[config.mk]
export PLATFORM = sky130hd
export DESIGN_NAME = seq_restoring_divider_flat
export DESIGN_NICKNAME = d
export VERILOG_FILES = /design/src/rtl/seq_restoring_divider_pkg.sv /design/src/rtl/seq_restoring_divider_if.sv /design/src/rtl/seq_restoring_divider_trial_sub.sv /design/src/rtl/seq_restoring_divider.sv /design/src/flat_wrapper.sv
export SDC_FILE = /design/constraint.sdc
export NUM_CORES = 1
export LEC_CHECK = 0
export ABC_AREA = 1
export CORE_MARGIN = 1
export CORE_UTILIZATION = 47
export DETAILED_ROUTE_END_ITERATION = 7
export GPL_ROUTABILITY_DRIVEN = 0
export PLACE_DENSITY = 0.84
export SYNTH_ARGS = -nofsm -noshare
export SYNTH_HDL_FRONTEND = slang
export SYNTH_SLANG_ARGS = --single-unit
[constraint.sdc]
create_clock -name clk -period 1.91 [get_ports clk]
set_input_delay 0.382 -clock clk [delete_from_list [all_inputs] [get_ports clk]]
set_output_delay 0.382 -clock clk [all_outputs]
set_load 0.03 [all_outputs]
[src/rtl/seq_restoring_divider_pkg.sv]
// Shared definitions for the sequential restoring divider: FSM encodings and default width.
package div_defs;

  localparam int unsigned DIV_N = 4;

  typedef enum logic [1:0] {
    ST_IDLE = 2'd0,
    ST_RUN  = 2'd1,
    ST_DONE = 2'd2
  } div_state_e;

endpackage : div_defs

[src/rtl/seq_restoring_divider_if.sv]
// Start/done request and result bus between the requester and the divider.
interface seq_restoring_divider_if #(
  parameter int unsigned N = 4
);

  logic         start;
  logic [N-1:0] dividend;
  logic [N-1:0] divisor;
  logic         busy;
  logic         done;
  logic [N-1:0] quotient;
  logic [N-1:0] remainder;
  logic         div_by_zero;

  modport master (
    output start, dividend, divisor,
    input  busy, done, quotient, remainder, div_by_zero
  );

  modport slave (
    input  start, dividend, divisor,
    output busy, done, quotient, remainder, div_by_zero
  );

endinterface : seq_restoring_divider_if

[src/rtl/seq_restoring_divider_trial_sub.sv]
// Ripple full-adder subtractor a - b = a + ~b + 1; cout=1 means a >= b (no borrow).
module div_trial_sub #(
  parameter int unsigned W = 5
) (
  input  logic [W-1:0] a,
  input  logic [W-1:0] b,
  output logic [W-1:0] diff,
  output logic         cout
);

  logic [W-1:0] nb;
  logic [W:0]   carry;

  assign nb       = ~b;
  assign carry[0] = 1'b1;

  for (genvar i = 0; i < W; i++) begin : g_fa
    assign diff[i]    = a[i] ^ nb[i] ^ carry[i];
    assign carry[i+1] = (a[i] & nb[i]) | (carry[i] & (a[i] ^ nb[i]));
  end

  assign cout = carry[W];

endmodule : div_trial_sub

[src/rtl/seq_restoring_divider.sv]
// Multi-cycle unsigned restoring divider: one trial-subtract step per clock, start/done handshake.
module seq_restoring_divider
  import div_defs::*;
#(
  parameter int unsigned N = DIV_N
) (
  input  logic                    clk,
  input  logic                    rst_n,
  seq_restoring_divider_if.slave  div_if
);

  localparam int unsigned CW = $clog2(N) + 1;
  localparam int unsigned TW = N + 1;

  div_state_e    state_q, state_d;
  logic [CW-1:0] count_q, count_d;
  logic [N-1:0]  r_q, r_d, q_q, q_d, d_q, d_d;
  logic [N-1:0]  quot_q, quot_d, rem_q, rem_d;
  logic          busy_q, busy_d, done_q, done_d, dbz_q, dbz_d;

  logic [TW-1:0] trial_c, diff_c;
  logic          cout_c;
  logic          unused_diff_msb_c;

  assign trial_c = {r_q, q_q[N-1]};

  div_trial_sub #(.W(TW)) u_trial_sub (
    .a    (trial_c),
    .b    ({1'b0, d_q}),
    .diff (diff_c),
    .cout (cout_c)
  );

  // Kept differences are below D, so the MSB of diff is zero whenever it is used.
  assign unused_diff_msb_c = diff_c[TW-1];

  // Next-state, datapath step and result capture.
  always_comb begin
    state_d = state_q;
    count_d = count_q;
    r_d     = r_q;
    q_d     = q_q;
    d_d     = d_q;
    quot_d  = quot_q;
    rem_d   = rem_q;
    busy_d  = busy_q;
    done_d  = 1'b0;
    dbz_d   = dbz_q;

    case (state_q)
      ST_IDLE: begin
        if (div_if.start) begin
          state_d = ST_RUN;
          d_d     = div_if.divisor;
          q_d     = div_if.dividend;
          r_d     = '0;
          count_d = '0;
          dbz_d   = (div_if.divisor == '0);
          busy_d  = 1'b1;
        end
      end
      ST_RUN: begin
        r_d     = cout_c ? diff_c[N-1:0] : trial_c[N-1:0];
        q_d     = {q_q[N-2:0], cout_c};
        count_d = count_q + CW'(1);
        if (count_q == CW'(N - 1)) begin
          state_d = ST_DONE;
          quot_d  = q_d;
          rem_d   = r_d;
          busy_d  = 1'b0;
          done_d  = 1'b1;
        end
      end
      ST_DONE: state_d = ST_IDLE;
      default: state_d = ST_IDLE;
    endcase
  end

  always_ff @(posedge clk or negedge rst_n) begin
    if (!rst_n) begin
      state_q <= ST_IDLE;
      count_q <= '0;
      r_q     <= '0;
      q_q     <= '0;
      d_q     <= '0;
      quot_q  <= '0;
      rem_q   <= '0;
      busy_q  <= 1'b0;
      done_q  <= 1'b0;
      dbz_q   <= 1'b0;
    end else begin
      state_q <= state_d;
      count_q <= count_d;
      r_q     <= r_d;
      q_q     <= q_d;
      d_q     <= d_d;
      quot_q  <= quot_d;
      rem_q   <= rem_d;
      busy_q  <= busy_d;
      done_q  <= done_d;
      dbz_q   <= dbz_d;
    end
  end

  assign div_if.busy        = busy_q;
  assign div_if.done        = done_q;
  assign div_if.quotient    = quot_q;
  assign div_if.remainder   = rem_q;
  assign div_if.div_by_zero = dbz_q;

endmodule : seq_restoring_divider

[src/flat_wrapper.sv]
// flat-port wrapper written by rule: the top's interface ports become plain ports
module seq_restoring_divider_flat import div_defs::*;
#(
  parameter int unsigned N = DIV_N
)
  (clk, rst_n, div_if_start, div_if_dividend, div_if_divisor, div_if_busy, div_if_done, div_if_quotient, div_if_remainder, div_if_div_by_zero);
  seq_restoring_divider_if #(.N(N)) div_if_i ();
  input  logic clk;
  input  logic rst_n;
  input wire logic [$bits(div_if_i.start)-1:0] div_if_start;
  input wire logic [$bits(div_if_i.dividend)-1:0] div_if_dividend;
  input wire logic [$bits(div_if_i.divisor)-1:0] div_if_divisor;
  output wire logic [$bits(div_if_i.busy)-1:0] div_if_busy;
  output wire logic [$bits(div_if_i.done)-1:0] div_if_done;
  output wire logic [$bits(div_if_i.quotient)-1:0] div_if_quotient;
  output wire logic [$bits(div_if_i.remainder)-1:0] div_if_remainder;
  output wire logic [$bits(div_if_i.div_by_zero)-1:0] div_if_div_by_zero;
  assign div_if_i.start = div_if_start;
  assign div_if_i.dividend = div_if_dividend;
  assign div_if_i.divisor = div_if_divisor;
  assign div_if_busy = div_if_i.busy;
  assign div_if_done = div_if_i.done;
  assign div_if_quotient = div_if_i.quotient;
  assign div_if_remainder = div_if_i.remainder;
  assign div_if_div_by_zero = div_if_i.div_by_zero;
  seq_restoring_divider #(.N(N)) u_core (.clk(clk), .rst_n(rst_n), .div_if(div_if_i));
endmodule
==> results.cfg <==
[outcome]
status = complete, but fails checks
violations = setup timing

[cts]
path_clk_slew_ns = 0.15
ctsHoldBuffers = 0
cts_tree = done
clk_latency_ns = 0.33
cts-root-buf = clkbuf_4
numClockSinks = 28
cts_made_buffers = 3
clk_path_buf_depth = 2
cts.htree.levels = 1

[synthesis]
syn_avg_cell_area_sq_um = 8.72
synth_area_sq_um = 1340
synth_xor_area_share_pct = 0
synth_area_leaders = dfrtp_1 (52%), nand3_1 (12%), nand2_1 (12%)
synth_compound_area_share_pct = 4.19
muxShareOfSynthArea_pct = 0
synth-seq-cells = 28
synthSimpleGateAreaFrac_pct = 28.1
post_synth_inst_count = 154
yosysSeqAreaShare_pct = 52.2
synth_cell_types = 17
synth_fp_nets = 171
synth-adder-area-share_pct = 7.27
synth_top_cell_by_area = dfrtp_1
synthDominantCellAreaShare_pct = 52.2
yosys_warnings = 0
synth_top_family_by_area = simple AND/OR/NAND/NOR gates

[global_routing]
antenna_found_initial = 0
globalRouteTotalUtil_pct = 20.1
grt_first_pass_wirelength_mm = 4.86
grt_use_met1_pct = 26.9
grt_pass1_vias = 1102
met2_usage_pct = 32.4
use_met3_pct = 2.34
busiest_layer = met2
grt_max_degree = 29
grt-ovfl-total = 0

[pwr]
p_per_area_nw_per_um2 = 1920
peakVddDrop_uv = 1210
leakagePower_nw = 0.857

[critical_path]
r2r_start = u_core.q_q[3]$_DFFE_PN0P_
crit_fanout = 2
crit_type = register to register
required_ns = 2.19
rrSetupSlack_ns = -0.24
crit_path_start = u_core.q_q[3]$_DFFE_PN0P_
critPathCaptureType = register
worstPathArrival_ns = 2.44
startpoint_type = register

[floorplan]
die_y_microns = 55.4
io-pin-count = 22
die_w_microns = 55.4
rows = 19
start_util_pct = 49.1
core_sq_um = 2730
design.die.area_sq_um = 3070

[final_layout]
nets = 200
area_growth_pct = 26.9
layout-drive-gt1-share_pct = 18.1
fill_cells = 232
final_cells = 213
fin_area_sq_um = 1700
mostFrequentLayoutCell = nand2_1
mostFrequentLayoutCells = nand2_1 (39), nand3_1 (30), dfrtp_1 (28), clkdlybuf4s50_1 (21), inv_1 (19)
antenna_cells = 0

[timing]
grt_setup_unrepaired = yes
tightest_slew_ns = 0.380
slew_headroom_pct = 74.6
slew_viol_final = 0
hold_viol = 0
report.final.setup_viol = 10
finalCriticalPeriod_ns = 2.15
clock.fmax_mhz = 464
period_share_pct = 113
fin_ws_ns = -0.243
finClkSkew_ns = 0.00673

[place]
dp_slack_ns = -0.237
numPlacedInstances = 207
io_buffers = 21
placed_cell_area_sq_um = 1600
hpwl_mm = 2.01

[drt]
ant_nets = 0
drt-total-wl_mm = 2.79
route.detailed.wl_per_inst_microns = 13.1
drtPass1Iterations = 4
drc = 0
routed_via_density = 5.30
drt-initial-drc-count = 34
num_vias = 1128

[hold_path]
hold_path.class = input port to async pin

[flow_run]
max_cap_violations = 0
==> Yosys cell counts <==
library cell	number
dfrtp_1	28
fa_1	3
buf_4	1
o21ai_0	5
ha_1	3
nor2_4	1
nand2_2	3
o21ai_2	3
buf_2	1
nand2_1	43
nor2_1	4
nor2_2	1
a21oi_1	1
buf_6	1
inv_2	1
inv_1	22
nand3_1	33
==> layout make-up <==
cell class	count	area, sq um	share of cell area, %
sequential	28	701	41.1
tap	31	38.8	2.28
inverter	23	86.3	5.07
clock buffer	4	36.3	2.13
timing repair buffer	27	255	15.0
multi-input combinational	100	587	34.4
==> sequential cells by signal, summed over array words and instances (netlist names) <==
name                       flops
u_core.div_if.quotient         4
u_core.div_if.done             1
u_core.r_q                     4
u_core.state_q                 2
u_core.d_q                     4
u_core.div_if.remainder        4
u_core.div_if.div_by_zero      1
u_core.q_q                     4
u_core.count_q                 3
u_core.div_if.busy             1
==> stage by stage <==
step / power, mW / TNS (ns) / hold slack, ns / util (%)
finish: 3.27 / -1.96 / 0.405 / 62.3
global route: 3.54 / -2.72 / 0.422 / 62.3
CTS: 3.13 / -1.49 / 0.410 / 60.8
detailed placement: 2.74 / -2.13 / 0.462 / 58.6
global placement: 2.62 / -0.878 / 0.454 / 58.6
floorplan: 2.21 / -0.169 / 0.0864 / -
==> logic make-up after synthesis <==
kind of cell / Yosys count
simple gates: 85
flops: 28
fa+ha+maj: 6
compound gates: 9
buf+inv: 26
==> power breakdown <==
part,internal [mW],switching (mW)
clock,0.117,0.172
combinational,0.748,1.16
sequential,0.873,0.200
==> critical path, cell delays in order (launching register included) <==
cell and delay [ns]:
dfrtp_1 0.43, inv_2 0.08, ha_4 0.12, inv_2 0.03, fa_2 0.35, fa_2 0.35
inv_2 0.07, fa_2 0.45, nand2_2 0.08, nand3_1 0.08, nand2_1 0.07
==> repair_timing <==
item                                   in CTS  in global routing
pin swaps                                   1                  4
setup endpoints to repair                  10                 10
endpoints found under the hold margin       0                  0
gates resized for setup                     5                  9
setup buffers                               1                  1
==> routing by layer <==
metal,routed length (microns),vias up,part of all wire [%]
met5,0,-,0
met4,102,0,3.7
met3,149,13,5.3
met2,1320,51,47
met1,1220,523,44
li1,-,541,-
==> path summary, 6_finish.rpt <==
path	depth (start not counted)	endpoint
worst min register to register	1	u_core.count_q[0]$_DFFE_PN0P_
worst max-delay path	10	u_core.div_if.remainder[3]$_DFFE_PN0P_
worst min-delay path	2	u_core.r_q[3]$_DFFE_PN0P_
min in group clk	1	u_core.count_q[0]$_DFFE_PN0P_
worst max register to register	10	u_core.div_if.remainder[3]$_DFFE_PN0P_
max in group asynchronous	2	u_core.d_q[1]$_DFFE_PN0P_
No activity file was read; power rests on OpenSTA's default activity.
